**src/rtl/scroll_viewport_ctrl.sv**
```systemverilog
// Viewport controller: latches the rojobot location, derives a clamped viewport
// origin, pans it once per frame, and maps display coordinates onto the world map.
module scroll_viewport_ctrl #(
    parameter int MAP_SIZE    = 256,
    parameter int VIEW_SIZE   = 64,
    parameter int PAN_STEP    = 2,
    parameter int JUMP_THRESH = 48
) (
    input  logic        clk,
    input  logic        reset,
    input  logic        upd_sysregs,
    input  logic [7:0]  LocX_reg,
    input  logic [7:0]  LocY_reg,
    input  logic        frame_tick,
    input  logic [10:0] vid_row,
    input  logic [10:0] vid_col,
    output logic [7:0]  map_row,
    output logic [7:0]  map_col,
    output logic        out_of_view,
    output logic [7:0]  org_x,
    output logic [7:0]  org_y,
    output logic        pan_busy
);

    // SNAP covers the gap between the first target and the frame tick that adopts it.
    localparam logic [1:0] ST_INIT  = 2'd0;
    localparam logic [1:0] ST_SNAP  = 2'd1;
    localparam logic [1:0] ST_TRACK = 2'd2;
    localparam logic [1:0] ST_PAN   = 2'd3;

    localparam logic signed [8:0] HALF_S  = 9'(VIEW_SIZE / 2);
    localparam logic signed [8:0] MAXO_S  = 9'(MAP_SIZE - VIEW_SIZE);
    localparam logic [8:0]        JUMP_U  = 9'(JUMP_THRESH);
    localparam logic [8:0]        STEP_U  = 9'(PAN_STEP);
    localparam logic [7:0]        STEP_8  = 8'(PAN_STEP);
    localparam logic [10:0]       VIEW_11 = 11'(VIEW_SIZE);

    logic [1:0] state_q, state_d;
    logic [7:0] tgt_x_q, tgt_x_d, tgt_y_q, tgt_y_d;
    logic [7:0] org_x_q, org_x_d, org_y_q, org_y_d;
    logic [7:0] map_row_q, map_row_d, map_col_q, map_col_d;
    logic       oov_q, oov_d;
    logic       pan_busy_q;
    logic [7:0] step_x_s, step_y_s;

    function automatic logic [7:0] clamp_org(input logic [7:0] loc);
        logic signed [8:0] d;
        d = $signed({1'b0, loc}) - HALF_S;
        if (d < 9'sd0) begin
            return 8'd0;
        end else if (d > MAXO_S) begin
            return MAXO_S[7:0];
        end else begin
            return d[7:0];
        end
    endfunction

    function automatic logic [7:0] pan_next(input logic [7:0] org, input logic [7:0] tgt);
        logic signed [8:0] err;
        logic [8:0]        mag;
        err = $signed({1'b0, tgt}) - $signed({1'b0, org});
        mag = err[8] ? (~err + 9'd1) : err;
        if ((mag > JUMP_U) || (mag <= STEP_U)) begin
            return tgt;
        end else if (err[8]) begin
            return org - STEP_8;
        end else begin
            return org + STEP_8;
        end
    endfunction

    assign step_x_s = pan_next(org_x_q, tgt_x_q);
    assign step_y_s = pan_next(org_y_q, tgt_y_q);

    // Target latch and origin/FSM next state; a tick always acts on the old target.
    always_comb begin
        state_d = state_q;
        tgt_x_d = tgt_x_q;
        tgt_y_d = tgt_y_q;
        org_x_d = org_x_q;
        org_y_d = org_y_q;
        if (upd_sysregs) begin
            tgt_x_d = clamp_org(LocX_reg);
            tgt_y_d = clamp_org(LocY_reg);
        end else begin
            tgt_x_d = tgt_x_q;
            tgt_y_d = tgt_y_q;
        end
        case (state_q)
            ST_INIT: begin
                if (upd_sysregs) state_d = ST_SNAP;
                else             state_d = ST_INIT;
            end
            ST_SNAP: begin
                if (frame_tick) begin
                    org_x_d = tgt_x_q;
                    org_y_d = tgt_y_q;
                    state_d = ST_TRACK;
                end else begin
                    state_d = ST_SNAP;
                end
            end
            ST_TRACK: begin
                if ((tgt_x_q != org_x_q) || (tgt_y_q != org_y_q)) state_d = ST_PAN;
                else                                               state_d = ST_TRACK;
            end
            ST_PAN: begin
                if (frame_tick) begin
                    org_x_d = step_x_s;
                    org_y_d = step_y_s;
                    if ((step_x_s == tgt_x_q) && (step_y_s == tgt_y_q)) state_d = ST_TRACK;
                    else                                                 state_d = ST_PAN;
                end else begin
                    state_d = ST_PAN;
                end
            end
            default: state_d = ST_INIT;
        endcase
    end

    // Address translation; out-of-view pixels park on the origin.
    always_comb begin
        oov_d = (vid_row >= VIEW_11) || (vid_col >= VIEW_11);
        if (oov_d) begin
            map_row_d = org_y_q;
            map_col_d = org_x_q;
        end else begin
            map_row_d = org_y_q + vid_row[7:0];
            map_col_d = org_x_q + vid_col[7:0];
        end
    end

    // State and output registers.
    always_ff @(posedge clk or posedge reset) begin
        if (reset) begin
            state_q    <= ST_INIT;
            tgt_x_q    <= 8'd0;
            tgt_y_q    <= 8'd0;
            org_x_q    <= 8'd0;
            org_y_q    <= 8'd0;
            map_row_q  <= 8'd0;
            map_col_q  <= 8'd0;
            oov_q      <= 1'b0;
            pan_busy_q <= 1'b0;
        end else begin
            state_q    <= state_d;
            tgt_x_q    <= tgt_x_d;
            tgt_y_q    <= tgt_y_d;
            org_x_q    <= org_x_d;
            org_y_q    <= org_y_d;
            map_row_q  <= map_row_d;
            map_col_q  <= map_col_d;
            oov_q      <= oov_d;
            pan_busy_q <= (state_d == ST_PAN);
        end
    end

    assign map_row     = map_row_q;
    assign map_col     = map_col_q;
    assign out_of_view = oov_q;
    assign org_x       = org_x_q;
    assign org_y       = org_y_q;
    assign pan_busy    = pan_busy_q;

endmodule

```
**config.mk**
```make
export PLATFORM = sky130hd
export DESIGN_NAME = scroll_viewport_ctrl
export DESIGN_NICKNAME = d
export VERILOG_FILES = /design/src/rtl/scroll_viewport_ctrl.sv
export SDC_FILE = /design/constraint.sdc
export NUM_CORES = 1
export LEC_CHECK = 0
export BUFFER_PORTS_ARGS = -buffer_cell sky130_fd_sc_hd__buf_2
export CAP_MARGIN = 10
export CORE_UTILIZATION = 52
export DETAILED_ROUTE_END_ITERATION = 10
export PLACE_DENSITY = 0.75
export SYNTH_ARGS = -nofsm -noshare
export SYNTH_HDL_FRONTEND = slang
export SYNTH_SLANG_ARGS = --single-unit
```
**constraint.sdc**
```tcl
create_clock -name clk -period 3.4 [get_ports clk]
set_input_delay 0.17 -clock clk [delete_from_list [all_inputs] [get_ports clk]]
set_output_delay 0.17 -clock clk [all_outputs]
set_load 0.05 [all_outputs]
```
==> results.toml <==
[route]
wl_um = 13200
drc = 0
ant_nets = 0
vias = 4562
drt-vias-per-instance = 5.75
wl_per_cell_um = 16.6
drt_iter0_drc = 179
firstDrtPassIters = 4

[layout]
regArea_mm2 = 0.00131
drive_gt1_share_pct = 34.3
syn_to_final_growth_pct = 31.9
final_cells = 794
fillers = 664
utilization_pct = 70.8
diodes = 0
multiInputGateArea_mm2 = 0.00335
finalNetCount = 777

[critical_path]
path_cells = "inv_2 > ha_4 > inv_2 > fa_2 > a21o_1 > a21oi_2 > o21a_2 > buf_6 > ha_4 > a21o_1 > a21oi_2 > buf_4 > xnor2_4 > xnor2_1 > nor4_1 > nand3_1 > o211ai_1 > o311a_1 > a21oi_1"
worst_setup_path_end_kind = "register"
start_kind = "register"
worstPathArrival_ns = 3.81
crit_path_max_incr_delay_ns = 0.41
path_class = "register to register"
slowest_stage = "dfrtp_1"
worstPathRequired_ns = 3.61
crit_path_max_fanout = 4

[timing]
fmax_mhz = 278
slew_headroom_pct = 25.4
worstMarginPinSlew_ns = 1.12
final-hold-violation-count = 0
rsz0062_at_grt = "true"
setup_viol = 8
min_period_over_period_pct = 106
fin_ws_ns = -0.194
fin_crit_ns = 3.59
fin_worst_skew_ns = 0.00608
setup_tns_ns = -0.973
finalMaxSlewViolations = 0

[logic_synthesis]
synth.ff_latch_count = 52
synth_top_area_share_pct = 27.8
ys_async_sr_fraction_pct = 100
synth_seq_area_share_pct = 27.8
synthTopCellsByCount = "52 x dfrtp_1, 50 x inv_1, 46 x o21ai_0"
synth.distinct_cells = 68
ys.warnings.count = 0
synth_cells = 535
synthFlopType = "dfrtp_1"
synth.cell_area_mm2 = 0.00468
yosysMostFrequentCell = "dfrtp_1"
synth_area_leaders = "dfrtp_1 28%, ha_1 12%, xnor2_1 6.4%, o21ai_0 4.9%, inv_1 4.0%"
syn_nets = 627
synth-edff-count = 0
synth_area_leader_cell = "dfrtp_1"
avgSynthCellArea_um2 = 8.74

[placement]
hpwlAfterDp_um = 9640
post-place-cells = 764
io_buffers = 75
routabilityCongestion = 0.886

[clock_tree]
ctsRootBufferMaster = "clkbuf_8"
clock_sinks = 52
htreeDepth = 2
clk_pin_slew_ns = 0.10
cts-buffers-inserted = 5
clk_latency_ns = 0.33
tritoncts = "built"
clk_path_buf_depth = 2

[global_route]
grt_use_total_pct = 28.0
first_global_vias = 4515
gr-total-overflow = 0
grt_max_degree = 53
antenna_found_initial = 0
grt_first_pass_wirelength_um = 21500

[floorplan]
coreArea_mm2 = 0.00872
rows = 34
io_pins = 76
die_w_um = 96.8
initial_core_util_pct = 53.6
fp.dieH_um = 96.8
die_area_mm2 = 0.00938

[job]
drv_cap = 0

[min_path]
hp-class = "primary input to register"

[run_status]
violations = "negative setup slack"
outcome = "complete, but fails checks"
-- state kept, by name (all words and copies together) (netlist names) --
register	cells
state_q	2
tgt_x_q	8
map_row	8
tgt_y_q	8
pan_busy	1
org_y	8
out_of_view	1
map_col	8
org_x	8
-- cell usage in the layout, fill, tap and decap left out, drive strengths merged, types with 3 or more instances in the layout --
| cell type | synthesis | layout |
|---|---|---|
| o21a | 8 | 8 |
| nor4 | 9 | 9 |
| a21o | 16 | 16 |
| nand3b | 4 | 4 |
| nand3 | 11 | 11 |
| nand2b | 6 | 6 |
| fa | 6 | 6 |
| nor3 | 6 | 6 |
| o22ai | 3 | 3 |
| nand4 | 10 | 10 |
| a31oi | 5 | 5 |
| o211ai | 3 | 3 |
| and2 | 6 | 6 |
| xor2 | 18 | 18 |
| xnor2 | 34 | 34 |
| mux2 | 4 | 4 |
| o31ai | 7 | 7 |
| inv | 51 | 51 |
| nand2 | 44 | 44 |
| nor2b | 15 | 15 |
| mux2i | 14 | 14 |
| a21oi | 29 | 29 |
| clkbuf | 9 | 6 |
| buf | 7 | 158 |
| o311ai | 4 | 4 |
| ha | 44 | 44 |
| nor2 | 20 | 20 |
| o311a | 3 | 3 |
| o21ai | 52 | 52 |
| dfrtp | 52 | 52 |
-- worst paths after layout --
check,startpoint,endpoint,slack [ns],cells after the start
min in group asynchronous,reset,out_of_view,0.35,3
hold reg to reg,org_x[7],org_x[7],0.56,1
setup reg to reg,tgt_y_q[0],state_q[0],-0.19,19
setup / recovery,tgt_y_q[0],state_q[0],-0.19,19
max in group asynchronous,reset,org_x[0],2.50,4
hold / removal,LocX_reg[4],tgt_x_q[4],0.08,2
-- metrics by stage --
stage | instance area (µm²) | hold WS, ns | worst slack [ns]
2_1_floorplan | 4750 | 0.277 | -0.122
3_3_place_gp | 5650 | 0.405 | -0.118
3_5_place_dp | 5650 | 0.406 | -0.316
4_1_cts | 5980 | 0.0807 | -0.145
5_1_grt | 6170 | 0.0729 | -0.362
6_report | 6170 | 0.0758 | -0.194
-- worst max-delay path: cells and delay by family (launching register included) --
| family | cells | cell delay [ns] |
|---|---|---|
| AO/OA/AOI/OAI | 8 | 1.37 |
| XOR/XNOR | 2 | 0.23 |
| adder cells (fa/ha/maj) | 3 | 0.65 |
| buffers and inverters | 4 | 0.39 |
| flip-flops | 1 | 0.41 |
| AND/OR/NAND/NOR | 2 | 0.42 |
-- cell type report --
| class | count | share of cell area (%) |
|---|---|---|
| Inverter | 51 | 3.18 |
| Clock inverter | 2 | 0.568 |
| Clock buffer | 6 | 1.18 |
| Tap cell | 108 | 2.19 |
| Timing Repair Buffer | 159 | 17.4 |
| Multi-Input combinational cell | 416 | 54.2 |
| Sequential cell | 52 | 21.2 |
-- timing repair --
item / CTS / global route
pin swaps: 20 / 20
gates resized for setup: 23 / 31
hold endpoints to repair: 0 / 16
endpoints found under the setup margin: 14 / 18
buffers inserted: 15 / 7
hold buffers: 0 / 1
gates cloned: 1 / 0
-- per-layer routing --
metal	up-vias	track usage [%]	share of wire (%)
met2	145	51.3	52
li1	2211	-	-
met3	44	4.48	5.0
met1	2162	33.3	40
met5	-	0	0
met4	0	8.84	3.2
-- cells by family (layout without fill, tap and decap cells) --
family                   count (synthesis)  count (layout)  synth area share (%)
buffers and inverters                   67             218                  6.07
XOR/XNOR                                53              53                  10.2
adder cells (fa/ha/maj)                 50              50                  14.3
multiplexers                            18              18                  3.96
AND/OR/NAND/NOR                        141             141                  15.6
flip-flops                              52              52                  27.8
AO/OA/AOI/OAI                          154             154                  22.0
Power is left out: the tool's default activity adds up to more than one toggle a clock period on the data nets, which glitch-free logic cannot reach.
